==> src/rtl/calculator_pkg.sv <==
// Shared types and constants for the registered 4-bit calculator.
package calculator_pkg;

  localparam int unsigned RESULT_W  = 8;
  localparam int unsigned OPERAND_W = 4;
  localparam logic [RESULT_W-1:0] DIV0_RESULT = 8'hFF;

  typedef enum logic [2:0] {
    OP_ADD = 3'b000,
    OP_SUB = 3'b001,
    OP_MUL = 3'b010,
    OP_DIV = 3'b011,
    OP_AND = 3'b100,
    OP_OR  = 3'b101,
    OP_XOR = 3'b110,
    OP_MOD = 3'b111
  } opcode_t;

endpackage

==> src/rtl/calculator_alu.sv <==
// Combinational datapath: operands are zero-extended to the result width
// before every operation, so SUB wraps naturally as two's complement.
module calculator_alu
  import calculator_pkg::*;
(
  input  logic [OPERAND_W-1:0] a,
  input  logic [OPERAND_W-1:0] b,
  input  logic [2:0]           oper,
  output logic [RESULT_W-1:0]  result,
  output logic                 div0
);

  logic [RESULT_W-1:0] ax;
  logic [RESULT_W-1:0] bx;

  assign ax = {{(RESULT_W-OPERAND_W){1'b0}}, a};
  assign bx = {{(RESULT_W-OPERAND_W){1'b0}}, b};

  always_comb begin
    result = '0;
    div0   = 1'b0;
    case (opcode_t'(oper))
      OP_ADD: result = ax + bx;
      OP_SUB: result = ax - bx;
      OP_MUL: result = ax * bx;
      OP_DIV: begin
        if (b == '0) begin
          result = DIV0_RESULT;
          div0   = 1'b1;
        end else begin
          result = ax / bx;
        end
      end
      OP_AND: result = ax & bx;
      OP_OR:  result = ax | bx;
      OP_XOR: result = ax ^ bx;
      OP_MOD: begin
        if (b == '0) begin
          result = DIV0_RESULT;
          div0   = 1'b1;
        end else begin
          result = ax % bx;
        end
      end
      default: result = '0;
    endcase
  end

endmodule

==> src/rtl/calculator.sv <==
// Registered calculator top: one-cycle latency, result and error held
// while idle, synchronous reset takes priority over a pending capture.
module calculator
  import calculator_pkg::*;
(
  input  logic                 clk,
  input  logic                 rst,
  input  logic                 in_valid,
  input  logic [OPERAND_W-1:0] a,
  input  logic [OPERAND_W-1:0] b,
  input  logic [2:0]           oper,
  output logic [RESULT_W-1:0]  out,
  output logic                 out_valid,
  output logic                 err
);

  logic [RESULT_W-1:0] result;
  logic                div0;

  calculator_alu u_alu (
    .a      (a),
    .b      (b),
    .oper   (oper),
    .result (result),
    .div0   (div0)
  );

  always_ff @(posedge clk) begin
    if (rst) begin
      out       <= '0;
      out_valid <= 1'b0;
      err       <= 1'b0;
    end else begin
      out_valid <= in_valid;
      if (in_valid) begin
        out <= result;
        err <= div0;
      end
    end
  end

endmodule

==> config.mk <==
export PLATFORM = sky130hd
export DESIGN_NAME = calculator
export DESIGN_NICKNAME = d
export VERILOG_FILES = /design/src/rtl/calculator_pkg.sv /design/src/rtl/calculator_alu.sv /design/src/rtl/calculator.sv
export SDC_FILE = /design/constraint.sdc
export NUM_CORES = 1
export LEC_CHECK = 0
export CORE_MARGIN = 10
export CORE_UTILIZATION = 55
export DETAILED_ROUTE_END_ITERATION = 12
export PLACE_DENSITY = 0.79
export SETUP_SLACK_MARGIN = 0.15
export SYNTH_ARGS = -nofsm -noshare
export SYNTH_HDL_FRONTEND = slang
export SYNTH_SLANG_ARGS = --single-unit
==> constraint.sdc <==
create_clock -name clk -period 9.6 [get_ports clk]
set_input_delay 1.44 -clock clk [delete_from_list [all_inputs] [get_ports clk]]
set_output_delay 1.44 -clock clk [all_outputs]
set_load 0.02 [all_outputs]
==> results of run 1 <==
cells in the mapped netlist (7+ instances only):
cell | instances | area, µm²
nor2_1 | 36 | 135
o211ai_1 | 8 | 60.1
nand2_1 | 34 | 128
a21o_1 | 10 | 75.1
fa_1 | 7 | 140
nor2b_1 | 10 | 62.6
o21a_1 | 11 | 82.6
xnor2_1 | 10 | 87.6
dfxtp_1 | 10 | 200
nand3_1 | 10 | 50.1
inv_1 | 27 | 101
ha_1 | 51 | 638
a21oi_1 | 28 | 140
mux2i_1 | 9 | 90.1
o21ai_0 | 24 | 120
nor3_1 | 14 | 70.1
repair_timing:
action,4_1_cts,5_1_grt
endpoints found under the setup margin,7,8
pin swaps,5,36
resized for setup,15,42
endpoints found under the hold margin,0,0
gates cloned,0,0
buffers inserted,5,17
power by group through the flow:
stage | sequential, µW | clock, µW | combinational [µW]
floorplan | 55.6 | 0 | 362
global placement | 49.4 | 0 | 518
detailed placement | 49.7 | 0 | 535
CTS | 48.9 | 52.6 | 566
global route | 49.4 | 55.6 | 709
finish | 48.9 | 53.0 | 659
stage by stage:
stage                     cell area (µm²)  setup slack (ns)  hold slack (ns)  util [%]  cells
after floorplan                      3190             0.156            0.543         -    410
after global placement               3750            0.0962            0.465      67.7    535
after detailed placement             3750            -0.341            0.472      67.7    535
after CTS                            3900             0.233            0.478      70.5    544
after global routing                 4210            -0.224            0.491      76.0    561
final                                4210             0.112            0.472      76.0    561
area by class of cell:
| class | instances | area share (%) |
|---|---|---|
| clock buffers | 4 | 1.31 |
| multi-input cells | 362 | 72.7 |
| repair buffers | 85 | 16.6 |
| well taps | 72 | 2.14 |
| flip-flops and latches | 10 | 4.75 |
| inverters | 28 | 2.59 |
cells in the final DEF (no fill, tap or decap), types with 4 or more instances in the layout:
cell,Yosys,routed
nand2b_1,6,6
clkbuf_8,0,4
buf_4,0,61
xnor2_1,10,10
a31oi_1,4,4
fa_1,7,6
nand3_1,10,10
a21oi_2,1,6
nor2b_1,10,9
mux2i_1,9,7
a21o_1,10,10
a21oi_4,1,4
a21oi_1,28,20
ha_1,51,44
o21a_1,11,10
dfxtp_1,10,10
o31ai_1,5,5
o21ai_0,24,21
xor2_1,5,5
nor3_1,14,11
inv_1,27,24
o22ai_1,6,6
clkdlybuf4s50_1,0,20
nand2_1,34,32
ha_4,0,7
o211ai_1,8,8
nor2_1,36,33
kinds of logic after synthesis:
| logic type | count (synthesis) | synth area share [%] |
|---|---|---|
| AOI/OAI and AO/OA | 138 | 33.1 |
| and+or+nand+nor | 136 | 22.0 |
| adders and majority gates | 58 | 24.8 |
| buffers and inverters | 38 | 5.34 |
| xor gates and xnor gates | 15 | 4.18 |
| muxes | 12 | 4.18 |
| DFF | 10 | 6.37 |
| other | 1 | 0.119 |
registers in the layout, summed over array words and instances (netlist names):
register   flops
out            8
err            1
out_valid      1
how the worst max path moves through the flow:
stage | end | from | depth (start not counted) | slack [ns]
finish | out[0] | b[1] | 42 | 0.11
floorplan | out[0] | b[1] | 39 | 0.16
detailed placement | out[0] | b[1] | 40 | -0.34
global route | out[0] | b[1] | 43 | -0.22
CTS | out[0] | b[0] | 41 | 0.23
global placement | out[7] | b[1] | 41 | 0.1
metal layers:
metal  GRT usage [%]  vias up  wire length (µm)  share of wire, %
met5               0        -                 0                 0
met2            35.7      189              5180                48
met1            24.9     1694              4270                40
met4            7.13        0               660               6.1
li1                -     1681                 -                 -
met3            1.81       66               679               6.3
worst max-delay path, delay by kind of cell:
family / cells / cell delay, ns
compound gates: 22 / 4.36
fa+ha+maj: 6 / 1.46
buf+inv: 3 / 0.36
mux: 2 / 0.55
simple gates: 9 / 1.46
==> impl_metrics.tcl, run 1 <==
set metrics [dict create \
    die_h_um 95.6 \
    worst-r2r-setup-slack_ns 8.50 \
    status "finished clean" \
    critPathMaxStageDelay_ns 0.49 \
    cts_tree "yes" \
    io_pins 24 \
    num_rows 27 \
    grt_pass1_wl_um 15400 \
    clock_latency_ns 0.23 \
    wl_um 10800 \
    cts_buffer_depth 2 \
    p_total_uw 761 \
    drc 0 \
    rsz0062_at_grt "yes" \
    grt_pass1_vias 3389 \
    p_seq_share_pct 6.4 \
    hold_buffers 0 \
    dr_total_vias 3630 \
    hold_violations 0 \
    synthArstFlopShare_pct 0 \
    slew_headroom_pct 47.3 \
    finalClockSkew_ns 0 \
    routabilityCongestion 0.983 \
    p_leak_uw 0.00185 \
    seqCellArea_um2 200 \
    numCtsBuffers 3 \
    start_util_pct 56.7 \
    cp-start-kind "primary input" \
    worstHoldStart "out[4]" \
    clock.fmax_ghz 0.105 \
    worst_path_most_repeated_cell "o21a_1" \
    cts_sinks 10 \
    cp.required_ns 9.74 \
    dieArea_um2 9140 \
    antennaDiodeCount 0 \
    drtIter0Drc 314 \
    powerDensity_nw_per_um2 181 \
    ys_types 78 \
    grt-ovfl-total 0 \
    cp_data_arrival_time_ns 9.63 \
    nFillCells 413 \
    area_delta_synth_final_pct 34.0 \
    antenna_found_initial 0 \
    wl_per_cell_um 19.2 \
    clkPwrFrac_pct 7.0 \
    clk_pin_slew_ns 0.05 \
    finalCritPeriodShare_pct 98.8 \
    r2r_cells 4 \
    via_per_inst 6.47 \
    r2r_start "out[1]" \
    holdPathEnd "out[4]" \
    io_buffers 23 \
    slowest_stage "or4_4" \
    power_switching_share_pct 47.7 \
    detail-route-antenna-nets 0 \
    drive_above_1_share_pct 26.6 \
    crit_fanout 6 \
    fin_crit_ns 9.49 \
    fin_nets 562 \
    drv_cap 0 \
    worst_slew_pin_slew_ns 0.788 \
    worstSetupPathType "in -> reg" \
    synth_edf_count 0 \
    synth_cells 408 \
    hold_depth 2 \
    power.switching_uw 363 \
    comb_power_share_pct 86.6 \
    grt_use_total_pct 20.2 \
    finalMaxSlewViolations 0 \
    core_um2 5540 \
    postSynthAreaPerCell_um2 7.70 \
    setup_viol 0 \
    ys_warn_count 0 \
    critPathCaptureType "flop" \
    hp-class "reg -> reg" \
    firstDrtPassIters 5 \
    synth_seq_cells 10 \
    place_hpwl_um 7100 \
    multi_input_area_um2 3060 \
    final.setup.tns_ns 0 \
    root_buffer "clkbuf_8" \
    syn_area_um2 3140 \
    ys.flop_type "dfxtp_1" \
    die_w_um 95.6 \
    grt_start_max_net_pins 26 \
    reg2reg_to "out[1]" \
    p_int_uw 398 \
    seq_area_frac_synth_pct 6.37 \
    cts-htree-levels 1 \
    vdd_drop_max_mv 0.134 \
]
(Power assumes the default switching activity.)
==> run 2: changes to the inputs <==
--- a/config.mk
+++ b/config.mk
@@ -5,11 +5,12 @@
 export SDC_FILE = /design/constraint.sdc
 export NUM_CORES = 1
 export LEC_CHECK = 0
-export CORE_MARGIN = 10
+export CORE_MARGIN = 4
 export CORE_UTILIZATION = 55
 export DETAILED_ROUTE_END_ITERATION = 12
 export PLACE_DENSITY = 0.79
 export SETUP_SLACK_MARGIN = 0.15
+export SKIP_LAST_GASP = 1
 export SYNTH_ARGS = -nofsm -noshare
 export SYNTH_HDL_FRONTEND = slang
 export SYNTH_SLANG_ARGS = --single-unit
==> run 2 against run 1 <==
Net effect:
- cell count fell by 1.6%
- critical path depth fell by 3
- first-iteration DRC count fell by 10%
- non-clock buffer count fell by 9
- clock-buffer cell count did not move
- core utilization fell by 2.4 points
- largest power group unchanged
==> impl_metrics.tcl, run 2 (same netlist as run 1, synthesis figures left out) <==
set metrics [dict create \
    status "finished clean" \
    core_um2 5540 \
    final_cells 552 \
    grt_use_total_pct 24.9 \
    grt_start_max_net_pins 26 \
    die_h_um 83.6 \
    cts_sinks 10 \
    grt-ovfl-total 0 \
    clock.fmax_ghz 0.109 \
    worst-r2r-setup-slack_ns 8.61 \
    wl_um 9540 \
    finalMaxSlewViolations 0 \
    cts_buffer_depth 2 \
    place_inst 535 \
    io_pins 24 \
    num_rows 27 \
    critPathCaptureType "flop" \
    clk_pin_slew_ns 0.05 \
    worst_path_most_repeated_cell "o21a_1" \
    hold_violations 0 \
    vdd_drop_max_mv 0.144 \
    cp-start-kind "primary input" \
    rsz0062_at_grt "no" \
    holdPathEnd "out[4]" \
    detail-route-antenna-nets 0 \
    critPathMaxStageDelay_ns 0.44 \
    nFillCells 428 \
    final_area_um2 4080 \
    finalClockSkew_ns 0 \
    drive_above_1_share_pct 23.5 \
    crit_fanout 6 \
    antennaDiodeCount 0 \
    io_buffers 23 \
    root_buffer "clkbuf_8" \
    cts-htree-levels 1 \
    hp-class "reg -> reg" \
    worstHoldStart "out[4]" \
    start_util_pct 56.7 \
    grt_pass1_wl_um 15000 \
    layout_common_cells "53 x buf_4, 46 x ha_1, 34 x nor2_1" \
    antenna_found_initial 0 \
    slew_headroom_pct 46.4 \
    grt_pass1_vias 3305 \
    final_common_cell "buf_4" \
    routabilityCongestion 0.984 \
    via_per_inst 6.29 \
    wl_per_cell_um 17.3 \
    worstSetupPathType "in -> reg" \
    place_hpwl_um 6800 \
    largest_register_ffs 8 \
    fin_crit_ns 9.17 \
    post_dp_cell_area_um2 3750 \
    p_total_uw 716 \
    final.setup.tns_ns 0 \
    hold_buffers 0 \
    hold_depth 2 \
    cp_data_arrival_time_ns 9.32 \
    fin_nets 553 \
    p_leak_uw 0.00182 \
    finalCritPeriodShare_pct 95.6 \
    drc 0 \
    slowest_stage "or4_4" \
    drtIter0Drc 282 \
    die_w_um 83.6 \
    top_regs "out: 8 flops, err: 1 flops, out_valid: 1 flops" \
    dr_total_vias 3470 \
    cts_tree "yes" \
    area_delta_synth_final_pct 29.7 \
    numCtsBuffers 3 \
    powerDensity_nw_per_um2 176 \
    final_core_util_pct 73.6 \
    r2r_start "out[1]" \
    worst_slew_pin_slew_ns 0.801 \
    drv_cap 0 \
    cp.required_ns 9.75 \
    r2r_cells 4 \
    clock_latency_ns 0.24 \
    reg2reg_to "out[1]" \
    firstDrtPassIters 5 \
    top_register "out" \
    setup_viol 0 \
    dieArea_um2 6990 \
]
run 2: worst max-delay path, delay by kind of cell:
| family | cells | cell delay [ns] |
|---|---|---|
| fa+ha+maj | 6 | 1.80 |
| compound gates | 19 | 3.44 |
| buf+inv | 4 | 0.59 |
| simple gates | 8 | 1.50 |
| mux | 2 | 0.54 |
run 2: worst max path at each step:
stage | endpoint | startpoint | slack, ns | cells past startpoint
after global routing | out[0] | b[1] | 0.02 | 40
final | out[0] | b[1] | 0.43 | 39
after floorplan | out[0] | b[1] | 0.16 | 39
after global placement | out[0] | b[1] | 0.09 | 40
after detailed placement | out[0] | b[0] | -0.17 | 40
after CTS | out[0] | b[0] | 0.17 | 41
run 2: per-stage QoR:
step	hold WS, ns	worst slack (ns)
after floorplan	0.543	0.156
after global placement	0.459	0.0948
after detailed placement	0.466	-0.169
after CTS	0.476	0.166
after global routing	0.512	0.0159
final	0.471	0.427
run 2: layout make-up:
class | instances | area, µm² | area share [%]
Multi-Input combinational cell | 362 | 2990 | 73.3
Timing Repair Buffer | 76 | 636 | 15.6
Sequential cell | 10 | 200 | 4.91
Inverter | 28 | 109 | 2.67
Tap cell | 72 | 90.1 | 2.21
Clock buffer | 4 | 55.1 | 1.35
run 2: power breakdown:
group,internal [µW],switching [µW]
sequential,46.6,2.38
combinational,296,318
clock,36.1,17.0
total,379,338
run 2: routing by layer:
layer / track usage (%) / wire length [µm] / vias up
met2: 43.5 / 4720 / 156
met3: 3.06 / 549 / 21
met1: 32.0 / 4080 / 1634
met5: 0 / 0 / -
li1: - / - / 1659
met4: 6.58 / 197 / 0
run 2: repair_timing:
item,CTS,global route
pin swaps,0,20
setup buffers,1,12
resized for setup,4,32
endpoints found under the setup margin,3,8
==> run 3: changes to the inputs <==
--- a/config.mk
+++ b/config.mk
@@ -8,7 +8,7 @@
 export CORE_MARGIN = 4
 export CORE_UTILIZATION = 55
 export DETAILED_ROUTE_END_ITERATION = 12
-export PLACE_DENSITY = 0.79
+export PLACE_DENSITY_LB_ADDON = 0.3
 export SETUP_SLACK_MARGIN = 0.15
 export SKIP_LAST_GASP = 1
 export SYNTH_ARGS = -nofsm -noshare
==> run 3 against run 2 <==
Net effect:
- die area unchanged
- maximum frequency is 0.44% higher
- combinational power rose by 3%
- first-iteration DRC count shrank 14%
- clock-buffer cell count did not move
- cell count is 0.91% lower
- worst setup slack better by 0.040 ns
- global-route usage increased by 0.86 points
- clock skew did not move
- total power is 2.1% higher
- critical path type unchanged
==> impl_metrics.tcl, run 3 (same netlist as run 1, synthesis figures left out) <==
set metrics [dict create \
    status "finished clean" \
    nFillCells 414 \
    cts-htree-levels 1 \
    hp-class "reg -> reg" \
    detail-route-antenna-nets 0 \
    multi_input_area_um2 3030 \
    place_ws_ns -0.321 \
    drc 0 \
    grt_start_max_net_pins 26 \
    slowest_stage "or4_4" \
    clk_pin_slew_ns 0.05 \
    slew_headroom_pct 46.5 \
    setup.worst_path.start "b[1]" \
    crit_end "out[0]" \
    seqCellArea_um2 200 \
    finalCritPeriodShare_pct 95.1 \
    worst_slew_pin_slew_ns 0.800 \
    wl_per_cell_um 17.4 \
    finalClockSkew_ns 0 \
    root_buffer "clkbuf_8" \
    worstSetupPathType "in -> reg" \
    r2r_start "out[1]" \
    cts_tree "yes" \
    hold_buffers 0 \
    p_leak_uw 0.00180 \
    hold_violations 0 \
    fin_crit_ns 9.13 \
    cts_sinks 10 \
    worst-r2r-setup-slack_ns 8.64 \
    grtUsageMet3_pct 2.47 \
    dr_total_vias 3494 \
    met1_usage_pct 32.6 \
    layout_common_cells "48 x buf_4, 43 x ha_1, 33 x nor2_1" \
    critPathCaptureType "flop" \
    worst_path_most_repeated_cell "o21a_1" \
    r2r_cells 4 \
    io_buffers 23 \
    cp_data_arrival_time_ns 9.27 \
    finalMaxSlewViolations 0 \
    drv_cap 0 \
    cts_buffer_depth 2 \
    core_um2 5540 \
    post_dp_cell_area_um2 3720 \
    antennaDiodeCount 0 \
    place_inst 531 \
    drtIter0Drc 243 \
    clock_latency_ns 0.23 \
    cp-start-kind "primary input" \
    grt-ovfl-total 0 \
    io_pins 24 \
    setup_ws_ns 0.467 \
    top_regs "out: 8 flops, err: 1 flops, out_valid: 1 flops" \
    grt_pass1_wl_um 15500 \
    final_area_um2 4080 \
    die_h_um 83.6 \
    reg2reg_to "out[1]" \
    rsz0062_at_grt "no" \
    vdd_drop_max_mv 0.135 \
    antenna_found_initial 0 \
    numCtsBuffers 3 \
    grt-busiest-layer "met2" \
    fin_nets 548 \
    via_per_inst 6.39 \
    wl_um 9510 \
    use_met2_pct 46.6 \
    dieArea_um2 6990 \
    start_util_pct 56.7 \
    final_common_cell "buf_4" \
    grt_pass1_vias 3372 \
    grt_use_total_pct 25.7 \
    top_register "out" \
    num_rows 27 \
    critPathMaxStageDelay_ns 0.43 \
    largest_register_ffs 8 \
    die_w_um 83.6 \
    cp.required_ns 9.74 \
    setup_viol 0 \
    place_hpwl_um 7060 \
    routabilityCongestion 0.918 \
    crit_fanout 6 \
    clock.fmax_ghz 0.109 \
    final_cells 547 \
    area_delta_synth_final_pct 29.9 \
    firstDrtPassIters 5 \
    powerDensity_nw_per_um2 179 \
    drive_above_1_share_pct 22.9 \
]
-- run 3: changes by cell type in the layout (fill, tap and decap cells not counted), moves of 3 or more --
cell	previous run	this run
buf_4	53	48
nor3_2	4	1
ha_1	46	43
ha_4	5	8
-- run 3: area by class of cell --
cell class / instances / share of cell area [%]
flip-flops and latches: 10 / 4.91
clock buffers: 4 / 1.35
repair buffers: 71 / 14.6
inverters: 28 / 2.67
multi-input cells: 362 / 74.3
well taps: 72 / 2.21
-- run 3: how the worst min path moves through the flow --
| stage | slack [ns] | start | to | cells past startpoint |
|---|---|---|---|---|
| finish | 0.48 | out[4] | out[4] | 2 |
| global route | 0.49 | out[4] | out[4] | 2 |
| detailed placement | 0.48 | out[4] | out[4] | 2 |
| CTS | 0.48 | out[4] | out[4] | 2 |
| floorplan | 0.54 | err | err | 2 |
| global placement | 0.46 | out[4] | out[4] | 2 |
-- run 3: layer usage --
metal	vias up	wire length, µm	part of all wire (%)
met5	-	0	0
met3	32	418	4.4
met2	151	4730	50
li1	1664	-	-
met4	0	274	2.9
met1	1647	4090	43
-- run 3: power breakdown --
group          internal, µW  leakage, µW  switching (µW)
Clock                  36.0    0.0000288            16.3
Combinational           298      0.00169             332
Sequential             46.6    0.0000823            2.34
Total                   381      0.00180             350
-- run 3: worst max-delay path: cells and delay by family --
family                   cells  cell delay [ns]
AND/OR/NAND/NOR              9             1.34
buffers and inverters        3             0.49
AO/OA/AOI/OAI               20             3.52
multiplexers                 3             0.85
adder cells (fa/ha/maj)      6             1.62
-- run 3: stage by stage --
| step | hold WS [ns] | setup TNS (ns) | utilization, % | total power, µW |
|---|---|---|---|---|
| after floorplan | 0.543 | 0 | - | 418 |
| after global placement | 0.462 | 0 | 67.1 | 566 |
| after detailed placement | 0.476 | -1.37 | 67.1 | 580 |
| after CTS | 0.480 | 0 | 69.6 | 655 |
| after global routing | 0.491 | 0 | 73.6 | 785 |
| final | 0.476 | 0 | 73.6 | 731 |
-- run 3: what timing repair did --
item / CTS / global route
setup buffers: 2 / 10
gates resized for setup: 14 / 28
pin swaps: 3 / 27
endpoints found under the setup margin: 6 / 8
